===== config.mk =====
export PLATFORM = sky130hd
export DESIGN_NAME = mef_rega_ctrl_flat
export DESIGN_NICKNAME = d
export VERILOG_FILES = /design/src/rtl/mef_rega_ctrl_pkg.sv /design/src/rtl/mef_rega_ctrl_if.sv /design/src/rtl/mef_rega_ctrl_debounce.sv /design/src/rtl/mef_rega_ctrl.sv /design/src/flat_wrapper.sv
export SDC_FILE = /design/constraint.sdc
export NUM_CORES = 1
export LEC_CHECK = 0
export ABC_AREA = 1
export BUFFER_PORTS_ARGS = -buffer_cell sky130_fd_sc_hd__buf_2
export CAP_MARGIN = 20
export CORE_ASPECT_RATIO = 0.9
export CORE_MARGIN = 10
export CORE_UTILIZATION = 36
export DETAILED_ROUTE_END_ITERATION = 7
export HOLD_SLACK_MARGIN = 0.15
export PLACE_DENSITY = 0.48
export SLEW_MARGIN = 10
export SYNTH_ARGS = -nofsm -noshare
export SYNTH_HDL_FRONTEND = slang
export SYNTH_SLANG_ARGS = --single-unit

===== constraint.sdc =====
create_clock -name clk -period 2.3 [get_ports clk]
set_input_delay 0.115 -clock clk [delete_from_list [all_inputs] [get_ports clk]]
set_output_delay 0.115 -clock clk [all_outputs]
set_load 0.1 [all_outputs]

===== src/rtl/mef_rega_ctrl_pkg.sv =====
// Shared state and request codes for the irrigation controller slice.
// The upstream validation stage uses the same request encoding.
package rega_pkg;

    typedef enum logic [1:0] {
        ST_IDLE    = 2'b00,
        ST_ABRINDO = 2'b01,
        ST_REGANDO = 2'b10,
        ST_ERRO    = 2'b11
    } estado_t;

    localparam logic [1:0] REGA_NONE   = 2'b00;
    localparam logic [1:0] REGA_GOT    = 2'b01;
    localparam logic [1:0] REGA_ASP    = 2'b10;
    localparam logic [1:0] REGA_ILEGAL = 2'b11;

    function automatic logic falha(input logic [1:0] rega, input logic erro);
        return erro || (rega == REGA_ILEGAL);
    endfunction

endpackage


===== src/rtl/mef_rega_ctrl_if.sv =====
// Request/fault inputs and valve/status outputs of the irrigation controller.
interface mef_rega_ctrl_if;
    logic [1:0] rega;
    logic       erro;
    logic       ack_erro;
    logic       valv_asp;
    logic       valv_got;
    logic       alarme;
    logic [1:0] estado;
    logic       regando;

    modport master (
        output rega, erro, ack_erro,
        input  valv_asp, valv_got, alarme, estado, regando
    );

    modport slave (
        input  rega, erro, ack_erro,
        output valv_asp, valv_got, alarme, estado, regando
    );
endinterface


===== src/rtl/mef_rega_ctrl_debounce.sv =====
// Request debounce: a nonzero code must repeat DEB times after its first sample.
module rega_debounce
    import rega_pkg::*;
#(
    parameter int unsigned DEB = 4,
    parameter int unsigned CW  = 8
) (
    input  logic       clk,
    input  logic       reset_n,
    input  logic [1:0] rega,
    input  logic       clear,
    output logic       estavel,
    output logic [1:0] codigo
);

    localparam logic [CW-1:0] FIM = CW'(DEB - 1);

    logic [CW-1:0] cnt;
    logic          igual;

    assign igual   = (rega == codigo) && (rega != REGA_NONE);
    assign estavel = igual && (cnt == FIM);

    always_ff @(posedge clk or negedge reset_n) begin
        if (!reset_n) begin
            cnt    <= '0;
            codigo <= REGA_NONE;
        end else if (clear) begin
            cnt    <= '0;
            codigo <= REGA_NONE;
        end else begin
            codigo <= rega;
            if (!igual)
                cnt <= '0;
            else if (cnt != FIM)
                cnt <= cnt + 1'b1;
        end
    end

endmodule


===== src/rtl/mef_rega_ctrl.sv =====
// Irrigation controller FSM: debounced request, timed valve opening,
// minimum irrigation time and latched faults released by operator ack.
module mef_rega_ctrl
    import rega_pkg::*;
#(
    parameter int unsigned DEB    = 4,
    parameter int unsigned T_ABRE = 8,
    parameter int unsigned T_MIN  = 32,
    parameter int unsigned CW     = 8
) (
    input  logic            clk,
    input  logic            reset_n,
    mef_rega_ctrl_if.slave  bus
);

    localparam logic [CW-1:0] ABRE_FIM = CW'(T_ABRE - 1);
    localparam logic [CW-1:0] MIN_FIM  = CW'(T_MIN - 1);

    estado_t       state, state_n;
    logic [CW-1:0] cnt, cnt_n;
    logic [1:0]    modo, modo_n;
    logic          valv_asp, valv_got, alarme, regando;
    logic          valv_asp_n, valv_got_n, alarme_n, regando_n;
    logic          estavel;
    logic [1:0]    codigo;
    logic          deb_clear;

    // Debounce only runs while sitting in IDLE, so every return to IDLE restarts it.
    assign deb_clear = (state != ST_IDLE);

    rega_debounce #(
        .DEB (DEB),
        .CW  (CW)
    ) u_deb (
        .clk     (clk),
        .reset_n (reset_n),
        .rega    (bus.rega),
        .clear   (deb_clear),
        .estavel (estavel),
        .codigo  (codigo)
    );

    always_comb begin
        state_n = state;
        cnt_n   = cnt;
        modo_n  = modo;
        case (state)
            ST_IDLE: begin
                if (falha(bus.rega, bus.erro)) begin
                    state_n = ST_ERRO;
                end else if (estavel) begin
                    state_n = ST_ABRINDO;
                    modo_n  = codigo;
                end
            end
            ST_ABRINDO: begin
                if (falha(bus.rega, bus.erro))
                    state_n = ST_ERRO;
                else if (bus.rega != modo)
                    state_n = ST_IDLE;
                else if (cnt == ABRE_FIM)
                    state_n = ST_REGANDO;
                else
                    cnt_n = cnt + 1'b1;
            end
            ST_REGANDO: begin
                // A dropped request is held off until the minimum time has elapsed.
                if (falha(bus.rega, bus.erro))
                    state_n = ST_ERRO;
                else if ((bus.rega != modo) && (cnt == MIN_FIM))
                    state_n = ST_IDLE;
                else if (cnt != MIN_FIM)
                    cnt_n = cnt + 1'b1;
            end
            ST_ERRO: begin
                if (bus.ack_erro && !bus.erro && (bus.rega != REGA_ILEGAL))
                    state_n = ST_IDLE;
            end
            default: state_n = ST_IDLE;
        endcase
        if (state_n != state)
            cnt_n = '0;

        valv_asp_n = ((state_n == ST_ABRINDO) || (state_n == ST_REGANDO)) && (modo_n == REGA_ASP);
        valv_got_n = ((state_n == ST_ABRINDO) || (state_n == ST_REGANDO)) && (modo_n == REGA_GOT);
        alarme_n   = (state_n == ST_ERRO);
        regando_n  = (state_n == ST_REGANDO);
    end

    always_ff @(posedge clk or negedge reset_n) begin
        if (!reset_n) begin
            state    <= ST_IDLE;
            cnt      <= '0;
            modo     <= REGA_NONE;
            valv_asp <= 1'b0;
            valv_got <= 1'b0;
            alarme   <= 1'b0;
            regando  <= 1'b0;
        end else begin
            state    <= state_n;
            cnt      <= cnt_n;
            modo     <= modo_n;
            valv_asp <= valv_asp_n;
            valv_got <= valv_got_n;
            alarme   <= alarme_n;
            regando  <= regando_n;
        end
    end

    assign bus.valv_asp = valv_asp;
    assign bus.valv_got = valv_got;
    assign bus.alarme   = alarme;
    assign bus.regando  = regando;
    assign bus.estado   = state;

endmodule


===== src/flat_wrapper.sv =====
// flat-port wrapper written by rule: the top's interface ports become plain ports
module mef_rega_ctrl_flat import rega_pkg::*;
#(
    parameter int unsigned DEB    = 4,
    parameter int unsigned T_ABRE = 8,
    parameter int unsigned T_MIN  = 32,
    parameter int unsigned CW     = 8
)
  (clk, reset_n, bus_rega, bus_erro, bus_ack_erro, bus_valv_asp, bus_valv_got, bus_alarme, bus_estado, bus_regando);
  mef_rega_ctrl_if bus_i ();
  input  logic clk;
  input  logic reset_n;
  input wire logic [$bits(bus_i.rega)-1:0] bus_rega;
  input wire logic [$bits(bus_i.erro)-1:0] bus_erro;
  input wire logic [$bits(bus_i.ack_erro)-1:0] bus_ack_erro;
  output wire logic [$bits(bus_i.valv_asp)-1:0] bus_valv_asp;
  output wire logic [$bits(bus_i.valv_got)-1:0] bus_valv_got;
  output wire logic [$bits(bus_i.alarme)-1:0] bus_alarme;
  output wire logic [$bits(bus_i.estado)-1:0] bus_estado;
  output wire logic [$bits(bus_i.regando)-1:0] bus_regando;
  assign bus_i.rega = bus_rega;
  assign bus_i.erro = bus_erro;
  assign bus_i.ack_erro = bus_ack_erro;
  assign bus_valv_asp = bus_i.valv_asp;
  assign bus_valv_got = bus_i.valv_got;
  assign bus_alarme = bus_i.alarme;
  assign bus_estado = bus_i.estado;
  assign bus_regando = bus_i.regando;
  mef_rega_ctrl #(.DEB(DEB), .T_ABRE(T_ABRE), .T_MIN(T_MIN), .CW(CW)) u_core (.clk(clk), .reset_n(reset_n), .bus(bus_i));
endmodule

# Yosys cells after proc, flatten, opt, wreduce, memory -nomap -nowiden
# Cells that the tools add are included.
[word_totals]
regBits = 26
in_bits = 6
output_inout_bits = 6
[classes]
add_sub_neg = 2
n_eq_ne = 25
muxes = 24
reduce_logical = 15
[op_table]
columns = ["op", "n"]
rows = [
  ["$mux 8", 10],
  ["$mux 2", 12],
  ["$add 8x1->8 const B", 2],
  ["$pmux 8 s2", 1],
  ["$ne 3x3->1 const B", 5],
  ["$eq 2x2->1 const B", 6],
  ["$eq 8x2->1 const B", 1],
  ["$eq 8x3->1 const B", 1],
  ["$eq 8x5->1 const B", 1],
  ["$ne 8x2->1 const B", 1],
  ["$ne 8x5->1 const B", 1],
  ["$pmux 2 s4", 1],
  ["$logic_and 1x1->1", 7],
  ["$reduce_and 7->1", 1],
  ["$eq 2x1->1 const B", 3],
  ["$ne 3x1->1 const B", 2],
  ["$ne 2x2->1", 2],
  ["$reduce_bool 2->1", 2],
  ["$reduce_bool 3->1", 1],
  ["$eq 2x2->1", 1],
  ["$logic_not 2->1", 1],
  ["$logic_or 1x1->1", 2],
  ["$ne 2x2->1 const B", 1],
  ["$logic_not 1->1", 1],
]

# Longest topological paths before layout
[logic_depth]
ltp_word = 9
depth_mapped = 15
mapped_depth_nobuf = 15

# Modules after synthesis
# A second synthesis with hierarchy kept.
[unflattened]
hier_cells = 211
hier_area_um2 = 1569.0
[by_module_without_submodules]
columns = ["mod", "n_inst", "cells_per_inst", "area_per_inst_um2", "seq_area_each_um2"]
rows = [
  ["mef_rega_ctrl", 1, 129, 987.2, 400.4],
  ["rega_debounce", 1, 82, 581.8, 250.2],
]

# Worst setup path before layout
# OpenSTA, ideal clock, no wires.
[synth_path]
path_type = "reg-to-reg"
start = "register u_core.state[1] (netlist: u_core.bus.estado[1])"
end = "register u_core.valv_asp (netlist: u_core.bus.valv_asp)"
setup_ns = 0.121
t_arrival_ns = 2.418
slack_ns = -0.239
path_stages_with_launch = 12
period_less_slack_ns = 2.539
cell_sequence = "dfrtp_1 inv_1 ha_1 nand2_1 o21ai_0 nand3_2 nand2_1 nor2_2 nand2_2 ha_1 nand2_1 nor2_1"
[synth_between]
word_cells_on_any_way = 19
[synth_rtl]
columns = ["item", "line", "rtl"]
rows = [
  ["start: declaration", "mef_rega_ctrl.sv:19", "estado_t state, state_n;"],
  ["start signal: assignment", "mef_rega_ctrl.sv:100", "state <= state_n;"],
  ["$eq 2x2->1 (tied with other cells)", "mef_rega_ctrl.sv:47", "case (state)"],
  ["$pmux 2 s4 (*)", "mef_rega_ctrl.sv:47", ""],
  ["net u_core.state_n[0]", "mef_rega_ctrl.sv:19", ""],
  ["$eq 2x1->1 / $eq 2x2->1 (equally long branches)", "mef_rega_ctrl.sv:84", "valv_asp_n = ((state_n == ST_ABRINDO) || (state_n == ST_REGANDO)) && (modo_n == REGA_ASP);"],
  ["$logic_or 1x1->1 (*)", "mef_rega_ctrl.sv:84", ""],
  ["$logic_and 1x1->1 (*)", "mef_rega_ctrl.sv:84", ""],
  ["net u_core.valv_asp_n", "mef_rega_ctrl.sv:23", "logic valv_asp_n, valv_got_n, alarme_n, regando_n;"],
  ["end signal: assignment", "mef_rega_ctrl.sv:103", "valv_asp <= valv_asp_n;"],
  ["end: declaration", "mef_rega_ctrl.sv:22", "logic valv_asp, valv_got, alarme, regando;"],
]
# The timed path passes the listed nets; every way through them passes the cells marked *.
# A chain may end at the register's enable or synchronous reset.

# Worst setup path in the final report
[layout_path]
start = "register u_core.state[1] (netlist: u_core.bus.estado[1])"
end = "register u_core.valv_asp (netlist: u_core.bus.valv_asp)"
[layout_between]
elab_chain_len = 7
word_cells_on_any_way = 19
[layout_rtl]
columns = ["item", "line", "rtl"]
rows = [
  ["$mux 2", "mef_rega_ctrl.sv:61", "else if (cnt == ABRE_FIM)"],
  ["$mux 2", "mef_rega_ctrl.sv:59", "else if (bus.rega != modo)"],
  ["$mux 2", "mef_rega_ctrl.sv:57", "if (falha(bus.rega, bus.erro))"],
  ["$pmux 2 s4 (*)", "mef_rega_ctrl.sv:47", ""],
  ["net u_core.state_n[1]", "mef_rega_ctrl.sv:19", ""],
  ["$eq 2x1->1 / $eq 2x2->1 (equally long branches)", "mef_rega_ctrl.sv:84", ""],
  ["$logic_or 1x1->1 (*)", "mef_rega_ctrl.sv:84", ""],
  ["$logic_and 1x1->1 (*)", "mef_rega_ctrl.sv:84", ""],
  ["net u_core.valv_asp_n", "mef_rega_ctrl.sv:23", ""],
]
# Marks and branches as above.

==> flow_metrics.env <==
export IMPL_synthToLayoutAreaGrowth_pct=15.1
export IMPL_seq_area_frac_synth=0.414
export IMPL_finalSetupTns_ns=0
export IMPL_leakage_nw=0.852
export IMPL_synth_seq_cells=26
export IMPL_finalCritPeriodShare=0.899
export IMPL_ys_top_cells_by_area="dfrtp_1 (41%), nand2_1 (12%), inv_1 (7.2%)"
export IMPL_drc=0
export IMPL_power_density_nw_per_um2=1020
export IMPL_crit_required_ns=2.46
export IMPL_ant_nets=0
export IMPL_cts_buffers=3
export IMPL_nets=236
export IMPL_synth_edff_count=0
export IMPL_cap_violations=0
export IMPL_routed_via_density=4.40
export IMPL_track_usage=0.0947
export IMPL_cts_buffer_depth=2
export IMPL_postLayoutSetupSlackWorst_ns=0.233
export IMPL_crit_family="adder cells"
export IMPL_finalSetupViolations=0
export IMPL_synth_distinct_cells=25
export IMPL_netlist_area_leader_share=0.414
export IMPL_outcome="completed"
export IMPL_syn_inst=202
export IMPL_dr_pass1_iters=4
export IMPL_vdd_ir_drop_max_v=0.000911
export IMPL_crit_fanout=7
export IMPL_cts_tree="built"
export IMPL_critPathArrivalTime_ns=2.23
export IMPL_postSynthAreaPerCell_um2=7.77
export IMPL_crit_type="flop to flop"
export IMPL_yosysMostFrequentCell="nand2_1"
export IMPL_grt_pass1_wl_um=5630
export IMPL_hpwl_um=2310
export IMPL_max_slew_worst_pin_slew_ns=0.598
export IMPL_path_cells="inv_1 > ha_4 > nand2_1 > o21ai_1 > nand3_2 > a21oi_1 > inv_1 > nand2_1 > inv_1 > ha_1 > nand2_1 > nor2_1"
export IMPL_period_minus_slack_ns=2.07
export IMPL_start_kind="flop"
export IMPL_dieArea_um2=7410
export IMPL_diodes=0
export IMPL_cts_sinks=26
export IMPL_synth_net_count=216
export IMPL_critPathBufInv=3
export IMPL_synth_top_cell_by_area="dfrtp_1"
export IMPL_async_flop_share=1.00
export IMPL_wl_um=3040
export IMPL_grt_max_degree=27
export IMPL_critPathMaxStageDelay_ns=0.46
export IMPL_cts_root_buf="clkbuf_8"
export IMPL_relSlewSlack=0.601
export IMPL_drv_slew=0
export IMPL_drive_gt1_frac=0.181
export IMPL_die_h_um=82.7
export IMPL_syn_area_um2=1570
export IMPL_place_ws_ns=0.107
export IMPL_post_cts_buffers=0
export IMPL_crit_slowest_cell="dfrtp_2"
export IMPL_ys_top_cells_by_count="nand2_1 (51), inv_1 (30), dfrtp_1 (26)"
export IMPL_clock_fmax_mhz=484
export IMPL_fp_dieW_um=89.6
export IMPL_start_util=0.378
export IMPL_grt_ovfl_total=0
export IMPL_vias=1236
export IMPL_fill_cells=446
export IMPL_ys_warn_count=0
export IMPL_antenna_found_initial=0
export IMPL_finalClockSkew_ns=0.00269
export IMPL_io_buffers=11
export IMPL_regArea_um2=653
export IMPL_clkTransAtPathRegs_ns=0.09
export IMPL_end_kind="flop"
export IMPL_grt_pass1_vias=1272
export IMPL_hold_class="input port to flop"
export IMPL_rows=22
export IMPL_final_core_util=0.435
export IMPL_cts_max_level=1
export IMPL_ios=12
export IMPL_insertion_delay_ns=0.27
export IMPL_multiInputGateArea_um2=808
export IMPL_core_um2=4160
export IMPL_wl_per_cell_um=10.8
export IMPL_drt_iter0_markers=16
export IMPL_gp_congestion=0.893
export IMPL_final_hold_viol_count=0
export IMPL_synth_ff_type="dfrtp_1"
what timing repair did:
action	4_1_cts	5_1_grt
hold buffers	3	0
endpoints found under the hold margin	28	0
resized for setup	0	3
setup endpoints to repair	0	5
metrics by stage:
stage	cells	power (mW)	hold WS, ns	cell area [um2]
floorplan	202	1.35	-0.181	1570
global placement	274	1.55	0.157	1710
detailed placement	274	1.54	0.167	1710
CTS	281	1.87	0.255	1800
global route	281	2.03	0.269	1810
finish	281	1.85	0.269	1810
flip-flops by register name, summed over array words and instances, names as in the netlist:
name                 flops
u_core.bus.alarme        1
u_core.bus.estado        2
u_core.bus.regando       1
u_core.bus.valv_asp      1
u_core.bus.valv_got      1
u_core.cnt               8
u_core.modo              2
u_core.u_deb.cnt         8
u_core.u_deb.codigo      2
path summary, 6_finish.rpt:
path | from | depth (start not counted) | slack (ns) | end
min reg2reg | u_core.u_deb.cnt[6]$_DFFE_PN0P_ | 1 | 0.53 | u_core.u_deb.cnt[6]$_DFFE_PN0P_
max in group asynchronous | reset_n | 2 | 1.50 | u_core.bus.estado[1]$_DFF_PN0_
max reg2reg | u_core.bus.estado[1]$_DFF_PN0_ | 12 | 0.23 | u_core.bus.valv_asp$_DFF_PN0_
min in group asynchronous | reset_n | 2 | 0.38 | u_core.u_deb.cnt[6]$_DFFE_PN0P_
min | bus_erro | 4 | 0.27 | u_core.modo[0]$_DFF_PN0_
max | u_core.bus.estado[1]$_DFF_PN0_ | 12 | 0.23 | u_core.bus.valv_asp$_DFF_PN0_
worst reg2reg max path: stages (launching register included):
cell	delay, ns
dfrtp_2	0.46
inv_1	0.17
ha_4	0.19
nand2_1	0.08
o21ai_1	0.15
nand3_2	0.12
a21oi_1	0.15
inv_1	0.07
nand2_1	0.09
inv_1	0.07
ha_1	0.30
nand2_1	0.08
nor2_1	0.04
cells by family after synthesis:
family | share of synthesized area
and+or+nand+nor | 0.304
buffers and inverters | 0.0789
DFF | 0.414
AOI/OAI and AO/OA | 0.0892
xor gates and xnor gates | 0.0502
adders and majority gates | 0.0637
placed cells by master (no fill, tap or decap):
cell / n
o21ai_0: 5
buf_4: 1
nand3_1: 11
nor2_2: 4
nand2_2: 3
nor3_2: 1
nand4_1: 1
o21ai_1: 2
a21oi_1: 5
xor2_1: 9
nor3_1: 5
dfrtp_1: 24
nand3_4: 1
and2_1: 1
ha_4: 1
o31ai_1: 1
o21a_1: 2
o21ai_2: 3
dlygate4sd3_1: 3
buf_2: 11
nor2_4: 1
inv_1: 30
nand2_1: 51
nand3_2: 2
clkbuf_8: 4
ha_1: 7
dfrtp_2: 2
inv_2: 3
a21oi_2: 1
nor2_1: 24
a21boi_2: 2
power by group:
group / internal (mW) / switching (mW) / total [mW]
clock network: 0.153 / 0.147 / 0.300
logic: 0.271 / 0.718 / 0.989
registers: 0.513 / 0.0481 / 0.561
routing by layer:
layer  global-route usage  up-vias  part of all wire
met5                    0        -                 0
met4               0.0159        0            0.0063
met3               0.0333        2             0.049
met2                0.157       12              0.44
met1                0.118      560              0.51
li1                     -      662                 -
cell type report:
cell class / count / area share
Multi-Input combinational cell: 143 / 0.447
Sequential cell: 26 / 0.361
Inverter: 33 / 0.0685
Timing Repair Buffer: 15 / 0.0512
Tap cell: 60 / 0.0415
Clock buffer: 4 / 0.0304
Note: power is estimated with default switching activity, not from simulation.
